===== config.mk =====
export PLATFORM = sky130hd
export DESIGN_NAME = fpcvt_flat
export DESIGN_NICKNAME = d
export VERILOG_FILES = /design/src/rtl/fpcvt_if.sv /design/src/rtl/fpcvt.sv /design/src/flat_wrapper.sv
export SDC_FILE = /design/constraint.sdc
export NUM_CORES = 1
export LEC_CHECK = 0
export ABC_CLOCK_PERIOD_IN_PS = 800
export BUFFER_PORTS_ARGS = -buffer_cell sky130_fd_sc_hd__buf_2
export CORE_MARGIN = 3
export CORE_UTILIZATION = 53
export CTS_BUF_LIST = sky130_fd_sc_hd__clkbuf_16
export CTS_CLUSTER_DIAMETER = 80
export CTS_CLUSTER_SIZE = 14
export DETAILED_ROUTE_END_ITERATION = 16
export GPL_ROUTABILITY_DRIVEN = 0
export GPL_TIMING_DRIVEN = 0
export PLACE_DENSITY = 0.84
export SYNTH_ARGS = -nofsm -noshare
export SYNTH_HDL_FRONTEND = slang
export SYNTH_SLANG_ARGS = --single-unit
export TNS_END_PERCENT = 10

===== constraint.sdc =====
create_clock -name clk -period 0.8 [get_ports clk]
set_clock_uncertainty 0.05 [all_clocks]
set_input_delay 0.08 -clock clk [delete_from_list [all_inputs] [get_ports clk]]
set_output_delay 0.08 -clock clk [all_outputs]
set_load 0.01 [all_outputs]

===== src/rtl/fpcvt_if.sv =====
// Integer-in / float-code-out bundle for fpcvt.
// The master drives D and receives the registered S/E/F code.
interface fpcvt_if;
    logic [12:0] D;
    logic        S;
    logic [2:0]  E;
    logic [4:0]  F;

    modport master (output D, input S, E, F);
    modport slave  (input D, output S, E, F);
endinterface


===== src/rtl/fpcvt.sv =====
// Converts a 13-bit two's-complement integer into a registered (S, E, F) code,
// where value = (-1)^S * F * 2^E, with round-half-up on the bit below F.
module fpcvt (
    input  logic     clk,
    input  logic     rst,
    fpcvt_if.slave   cvt
);

    localparam int DATA_W = 13;
    localparam int MAG_W  = DATA_W - 1;

    function automatic logic [3:0] lead_zeros(input logic [MAG_W-1:0] m);
        logic [3:0] n;
        logic       found;
        n     = 4'd12;
        found = 1'b0;
        for (int i = MAG_W - 1; i >= 0; i--) begin
            if (!found && m[i]) begin
                n     = 4'(MAG_W - 1 - i);
                found = 1'b1;
            end
        end
        return n;
    endfunction

    // F = 31 with a round bit carries into the exponent, or clamps at E = 7.
    function automatic logic [7:0] round_half_up(input logic [2:0] e,
                                                 input logic [4:0] f,
                                                 input logic       r);
        logic [7:0] res;
        if (!r) begin
            res = {e, f};
        end else if (f != 5'h1f) begin
            res = {e, 5'(f + 5'd1)};
        end else if (e != 3'd7) begin
            res = {3'(e + 3'd1), 5'b10000};
        end else begin
            res = {3'd7, 5'h1f};
        end
        return res;
    endfunction

    function automatic logic [7:0] saturate_code();
        return {3'd7, 5'h1f};
    endfunction

    logic signed [DATA_W-1:0] d_s;
    logic                     sign_d;
    logic                     sat_d;
    logic [MAG_W-1:0]         mag_d;
    logic [3:0]               lz_d;
    logic [MAG_W-1:0]         norm_d;
    logic [2:0]               e_trunc_d;
    logic [4:0]               f_trunc_d;
    logic                     r_d;
    logic [7:0]               code_d;
    logic                     s_d;
    logic [2:0]               e_d;
    logic [4:0]               f_d;

    logic                     s_q;
    logic [2:0]               e_q;
    logic [4:0]               f_q;

    assign d_s    = signed'(cvt.D);
    assign sign_d = d_s[DATA_W-1];
    // -4096 is the only input whose low 12 bits are zero while negative.
    assign sat_d  = sign_d && (cvt.D[MAG_W-1:0] == '0);
    assign mag_d  = sign_d ? MAG_W'(~cvt.D[MAG_W-1:0] + 12'd1) : cvt.D[MAG_W-1:0];
    assign lz_d   = lead_zeros(mag_d);
    assign norm_d = mag_d << lz_d;

    always_comb begin
        e_trunc_d = 3'd0;
        f_trunc_d = mag_d[4:0];
        r_d       = 1'b0;
        if (lz_d <= 4'd6) begin
            e_trunc_d = 3'(4'd7 - lz_d);
            f_trunc_d = norm_d[11:7];
            r_d       = norm_d[6];
        end
    end

    always_comb begin
        code_d = round_half_up(e_trunc_d, f_trunc_d, r_d);
        if (sat_d) begin
            code_d = saturate_code();
        end
        s_d = sign_d;
        e_d = code_d[7:5];
        f_d = code_d[4:0];
    end

    // Output register stage
    always_ff @(posedge clk or posedge rst) begin
        if (rst) begin
            s_q <= 1'b0;
            e_q <= 3'd0;
            f_q <= 5'd0;
        end else begin
            s_q <= s_d;
            e_q <= e_d;
            f_q <= f_d;
        end
    end

    assign cvt.S = s_q;
    assign cvt.E = e_q;
    assign cvt.F = f_q;

endmodule


===== src/flat_wrapper.sv =====
// flat-port wrapper written by rule: the top's interface ports become plain ports
module fpcvt_flat 
  (clk, rst, cvt_D, cvt_S, cvt_E, cvt_F);
  fpcvt_if cvt_i ();
  input  logic clk;
  input  logic rst;
  input wire logic [$bits(cvt_i.D)-1:0] cvt_D;
  output wire logic [$bits(cvt_i.S)-1:0] cvt_S;
  output wire logic [$bits(cvt_i.E)-1:0] cvt_E;
  output wire logic [$bits(cvt_i.F)-1:0] cvt_F;
  assign cvt_i.D = cvt_D;
  assign cvt_S = cvt_i.S;
  assign cvt_E = cvt_i.E;
  assign cvt_F = cvt_i.F;
  fpcvt u_core (.clk(clk), .rst(rst), .cvt(cvt_i));
endmodule

# After elaboration in Yosys (flattened, before gate mapping)
# Index checks and enable logic that the tools add are counted.
# W data, S select, Z words.
totals:
  mem_bits_ro: 0
  ramBits: 0
  elab_cells: 67
  memories: 0
  inputBits: 15
  latch_bits: 0
  ff_bits: 9
  output_inout_bits: 9
classes:
  add_sub_neg: 4
  mul: 0
  bitwise_logic: 1
  muxes: 31
  shift: 1
  n_lt_le_gt_ge: 1
  div: 0
  n_eq_ne: 2
  reduce_logical: 24
ops:
  columns: ["op", "count"]
  rows:
  - ["$mux W4", 12]
  - ["$mux W8", 4]
  - ["$add A12 B1 Y12 const B", 1]
  - ["$logic_and A1 B1 Y1", 12]
  - ["$logic_not A12 Y1", 1]
  - ["$mux W1", 12]
  - ["$mux W12", 1]
  - ["$not A12 Y12", 1]
  - ["$shl A12 B4 Y12", 1]
  - ["$logic_not A1 Y1", 11]
  - ["$add A5 B1 Y5 const B", 1]
  - ["$mux W5", 1]
  - ["$ne A5 B5 Y1 const B", 1]
  - ["$le A4 B3 Y1 const B", 1]
  - ["$add A3 B1 Y3 const B", 1]
  - ["$mux W3", 1]
  - ["$ne A3 B3 Y1 const B", 1]
  - ["$sub A3 B3 Y3 const A", 1]

# Logic depth before layout (Yosys ltp)
logic_depth:
  depth_word: 44
  ltp_mapped: 17
  mapped_depth_nobuf: 15

# Worst setup path after synthesis
# No wires, ideal clock.
synth_path:
  path_kind: "input port to flip-flop"
  start: "input cvt_D[0]"
  end: "register u_core.f_q[0] (netlist: u_core.cvt.F[0])"
  arrival_time_ns: 3.404
  path_slack_ns: -2.777
  path_stages: 17
  setup_time_ns: 0.124
  n_path_buf: 2
  path_cell_list: "buf_2 > inv_1 > ha_1 > nor3b_4 > a311o_1 > and4_1 > clkbuf_1 > nand4_1 > nor2_1 > nor2_2 > mux2i_1 > o32ai_1 > ha_1 > and2_1 > nand3_1 > nor3b_1 > a211o_1"
synth_via:
  elab_chain_len: 44
  elab_cells_between_ends: 63
  classes_between: "add/sub (3); order compare (1); eq/ne (2); shift (1); mux (31); bitwise (1); reduce/logical (24)"
synth_lines:
  columns: ["element", "line", "rtl"]
  rows:
  - ["start, declared", "flat_wrapper.sv:7", "input wire logic [$bits(cvt_i.D)-1:0] cvt_D;"]
  - ["branches (longest 43 deep; another with $add A12 B1 Y12)", null, null]
  - ["$mux W8 (*)", "fpcvt.sv:86", "if (sat_d) begin"]
  - ["named net u_core.code_d[0]", "fpcvt.sv:56", "logic [7:0] code_d;"]
  - ["end signal, assigned", "fpcvt.sv:99", "f_q <= 5'd0;"]
  - ["end signal, assigned", "fpcvt.sv:103", "f_q <= f_d;"]
  - ["end, declared", "fpcvt.sv:63", "logic [4:0] f_q;"]
# Mark *: on every way through the listed nets, which the timed path passes.

# Worst setup path in the final report
layout_path:
  start: "input cvt_D[12]"
  end: "register u_core.e_q[1] (netlist: u_core.cvt.E[1])"
layout_via:
  elab_chain_len: 42
  elab_cells_between_ends: 60
  classes_between: "add/sub (2); order compare (1); eq/ne (2); shift (1); mux (31); reduce/logical (23)"
layout_lines:
  columns: ["element", "line", "rtl"]
  rows:
  - ["$mux W12", "fpcvt.sv:69", "assign mag_d = sign_d ? MAG_W'(~cvt.D[MAG_W-1:0] + 12'd1) : cvt.D[MAG_W-1:0];"]
  - ["$mux W1", "fpcvt.sv:18", "if (!found && m[i]) begin"]
  - ["$logic_not A1 Y1", "fpcvt.sv:18", null]
  - ["$logic_and A1 B1 Y1", "fpcvt.sv:18", null]
  - ["$mux W1", "fpcvt.sv:18", null]
  - ["$logic_not A1 Y1", "fpcvt.sv:18", null]
  - ["$logic_and A1 B1 Y1", "fpcvt.sv:18", null]
  - ["$mux W1", "fpcvt.sv:18", null]
  - ["[27 not listed]", null, null]
  - ["$le A4 B3 Y1 or $sub A3 B3 Y3 (tied branches)", "fpcvt.sv:77, fpcvt.sv:78", null]
  - ["$mux W3", "fpcvt.sv:77", "if (lz_d <= 4'd6) begin"]
  - ["$add A3 B1 Y3 or $ne A3 B3 Y1 (tied branches)", "fpcvt.sv:36, fpcvt.sv:35", null]
  - ["$mux W8", "fpcvt.sv:35", "end else if (e != 3'd7) begin"]
  - ["$mux W8", "fpcvt.sv:33", "end else if (f != 5'h1f) begin"]
  - ["$mux W8", "fpcvt.sv:31", "if (!r) begin"]
  - ["$mux W8 (*)", "fpcvt.sv:86", null]
  - ["named net u_core.code_d[6]", "fpcvt.sv:56", null]
  - ["end signal, assigned", "fpcvt.sv:98", "e_q <= 3'd0;"]
  - ["end signal, assigned", "fpcvt.sv:102", "e_q <= e_d;"]
  - ["end, declared", "fpcvt.sv:62", "logic [2:0] e_q;"]
# The timed path passes the listed nets; every way through them passes the cells marked *.

==> flow_summary.json <==
{
  "synth_area_sq_um": 1680,
  "portBuffers": 17,
  "setup_slack_ns": -2.78,
  "cts_tree": "built",
  "io_pins": 24,
  "wl_per_cell_um": 22.3,
  "final_util_pct": 89.0,
  "synth_top_area_share_pct": 13.4,
  "syn_nets": 233,
  "synth_seq_area_share_pct": 13.4,
  "clkTransAtPathRegs_ns": 0.04,
  "p_leak_nw": 0.993,
  "period_share_pct": 447,
  "busiest_layer": "met2",
  "route.detailed.drc": 0,
  "synth_common_cells": "21 x nor2_1, 15 x nand2_1, 11 x nand3_1, 11 x o21ai_0, 9 x dfrtp_1",
  "routed_wl_um": 7070,
  "grtUsageMet2_pct": 52.8,
  "slowest_stage": "a311oi_1",
  "setup_viol": 17,
  "hold_path_class": "input pin to async pin",
  "grt_pass1_vias": 2059,
  "synth_largest_area_cell": "dfrtp_1",
  "numCtsBuffers": 3,
  "firstDrtPassIters": 6,
  "nFillCells": 132,
  "layoutNonFillerInstCount": 317,
  "grt_max_degree": 11,
  "die_area_sq_um": 3880,
  "tightest_slew_ns": 0.699,
  "vias": 2299,
  "p_per_area_nw_per_um2": 1390,
  "start_util_pct": 58.4,
  "grt_setup_unrepaired": "yes",
  "slew_headroom_pct": 53.1,
  "dp_hpwl_um": 3640,
  "worstPathArrival_ns": 3.63,
  "syn_area_per_cell_sq_um": 7.77,
  "synth_ff_type": "dfrtp_1",
  "final_hold_viol_count": 0,
  "dieWidth_um": 62.3,
  "antenna_found_initial": 0,
  "dpl-instance-area_sq_um": 1920,
  "path_class": "input pin to flop",
  "root_buffer": "clkbuf_16",
  "max_freq_mhz": 280,
  "async_flop_share_pct": 100,
  "viasPerCell": 7.25,
  "cpPeakStageDelay_ns": 0.55,
  "startpoint": "cvt_D[12]",
  "worstPathMaxFanout": 10,
  "nNetsFinal": 293,
  "synth_edf_count": 0,
  "ys_types": 73,
  "grt-ovfl-total": 0,
  "netlist_top_cells_area": "dfrtp_1 13%, nor2_1 4.7%, mux2i_1 3.6%, nand2_1 3.4%, nand3_1 3.3%",
  "rows": 19,
  "htree_levels": 1,
  "ant_nets": 0,
  "grt_usage_pct": 31.5,
  "syn_inst": 216,
  "stdcell_area_sq_um": 2560,
  "path_common_cell": "buf_2",
  "violations": "setup timing",
  "die_h_um": 62.3,
  "core-area_sq_um": 2880,
  "crit_chain": "buf_2 > clkinv_1 > a311oi_2 > or2_1 > buf_2 > o21ai_0 > a311oi_1 > a21o_1 > nand2_1 > o32ai_4 > ha_2 > and2_4 > nand3_4 > or2_4 > mux2i_2",
  "clockBufferDepth": 2,
  "cp-end-kind": "flop",
  "globalRouteMet1Util_pct": 38.0,
  "clkSinkCount": 9,
  "grt_pass1_wl_um": 10000,
  "ys_ff_latch": 9,
  "start_kind": "input pin",
  "placed_cells": 275,
  "met3_usage_pct": 6.13,
  "antenna_cells": 0,
  "maxCapViolCount": 0,
  "final_max_slew_viol_count": 0,
  "ir_drop_mv": 0.987,
  "pre_cts_slack_ns": -3.20,
  "outcome": "finished with violations",
  "yosysWarnings": 0,
  "cp.required_ns": 0.85,
  "period_minus_slack_ns": 3.58,
  "drive_above_1_share_pct": 46.5,
  "drt_iter0_drc": 319,
  "syn2layout_area_growth_pct": 52.5,
  "yosysMostFrequentCell": "nor2_1"
}
## final cells by class
cell class	instances	area, sq um	share of cell area [%]
Multi-Input combinational cell	189	1660	64.7
Inverter	6	47.5	1.86
Clock buffer	3	75.1	2.93
Clock inverter	1	3.75	0.147
Tap cell	42	52.6	2.05
Sequential cell	9	225	8.79
Timing Repair Buffer	56	415	16.2
Buffer	11	83.8	3.27
## critical path, delay by kind of cell
| kind | cells | cell delay, ns |
|---|---|---|
| compound gates | 5 | 1.64 |
| simple gates | 5 | 0.79 |
| buf+inv | 3 | 0.66 |
| fa+ha+maj | 1 | 0.29 |
| mux | 1 | 0.15 |
## logic make-up after synthesis
logic type / after synthesis / synth area share, %
flip-flops: 9 / 13.4
adder cells (fa/ha/maj): 2 / 1.49
XOR/XNOR: 8 / 5.29
AND/OR/NAND/NOR: 98 / 34.7
AO/OA/AOI/OAI: 75 / 36.4
multiplexers: 6 / 3.58
buffers and inverters: 18 / 5.14
## per-layer routing
metal	wire [um]	vias up	share of wire, %
li1	-	966	-
met2	3260	204	46
met1	2640	1066	37
met5	0	-	0
met4	431	0	6.1
met3	738	63	10
## stage by stage
step	hold slack [ns]	total power, mW	setup TNS (ns)
2_1_floorplan	-0.142	1.66	-18.13
5_1_grt	0.344	3.71	-21.36
6_report	0.303	3.57	-20.48
3_3_place_gp	-0.00695	1.98	-22.71
4_1_cts	0.313	3.21	-18.11
3_5_place_dp	0.00111	2.02	-23.03
## final timing paths
check                                             to  slack (ns)  cells past startpoint
hold / removal             u_core.cvt.F[1]$_DFF_PP0_        0.30                      3
max in group asynchronous  u_core.cvt.F[4]$_DFF_PP0_        0.13                      3
min in group clk              u_core.cvt.S$_DFF_PP0_        0.49                      2
setup / recovery           u_core.cvt.E[1]$_DFF_PP0_       -2.78                     15
## layout by cell type (no fill, tap or decap), types with 6 or more instances in the layout
cell type / instances
a21oi_1: 6
nor2_1: 16
buf_4: 34
buf_2: 19
nand3_1: 9
dfrtp_1: 9
nand2_1: 13
o21ai_0: 8
nor2b_1: 8
## where the power goes
group | switching [mW] | leakage, nW | internal [mW]
sequential | 0.0202 | 0.0985 | 0.552
combinational | 1.20 | 0.852 | 0.899
clock | 0.242 | 0.0423 | 0.655
total | 1.46 | 0.993 | 2.11
## what timing repair did
item | in CTS | in global routing
gates cloned | 1 | 0
hold buffers | 2 | 0
setup buffers | 25 | 11
pin swaps | 20 | 19
gates resized for setup | 31 | 30
hold endpoints to repair | 10 | 0
endpoints found under the setup margin | 17 | 17
## flip-flops by register name, summed over array words and instances (netlist names)
name          count
u_core.cvt.E      3
u_core.cvt.F      5
u_core.cvt.S      1
No activity file was read; power rests on OpenSTA's default activity.
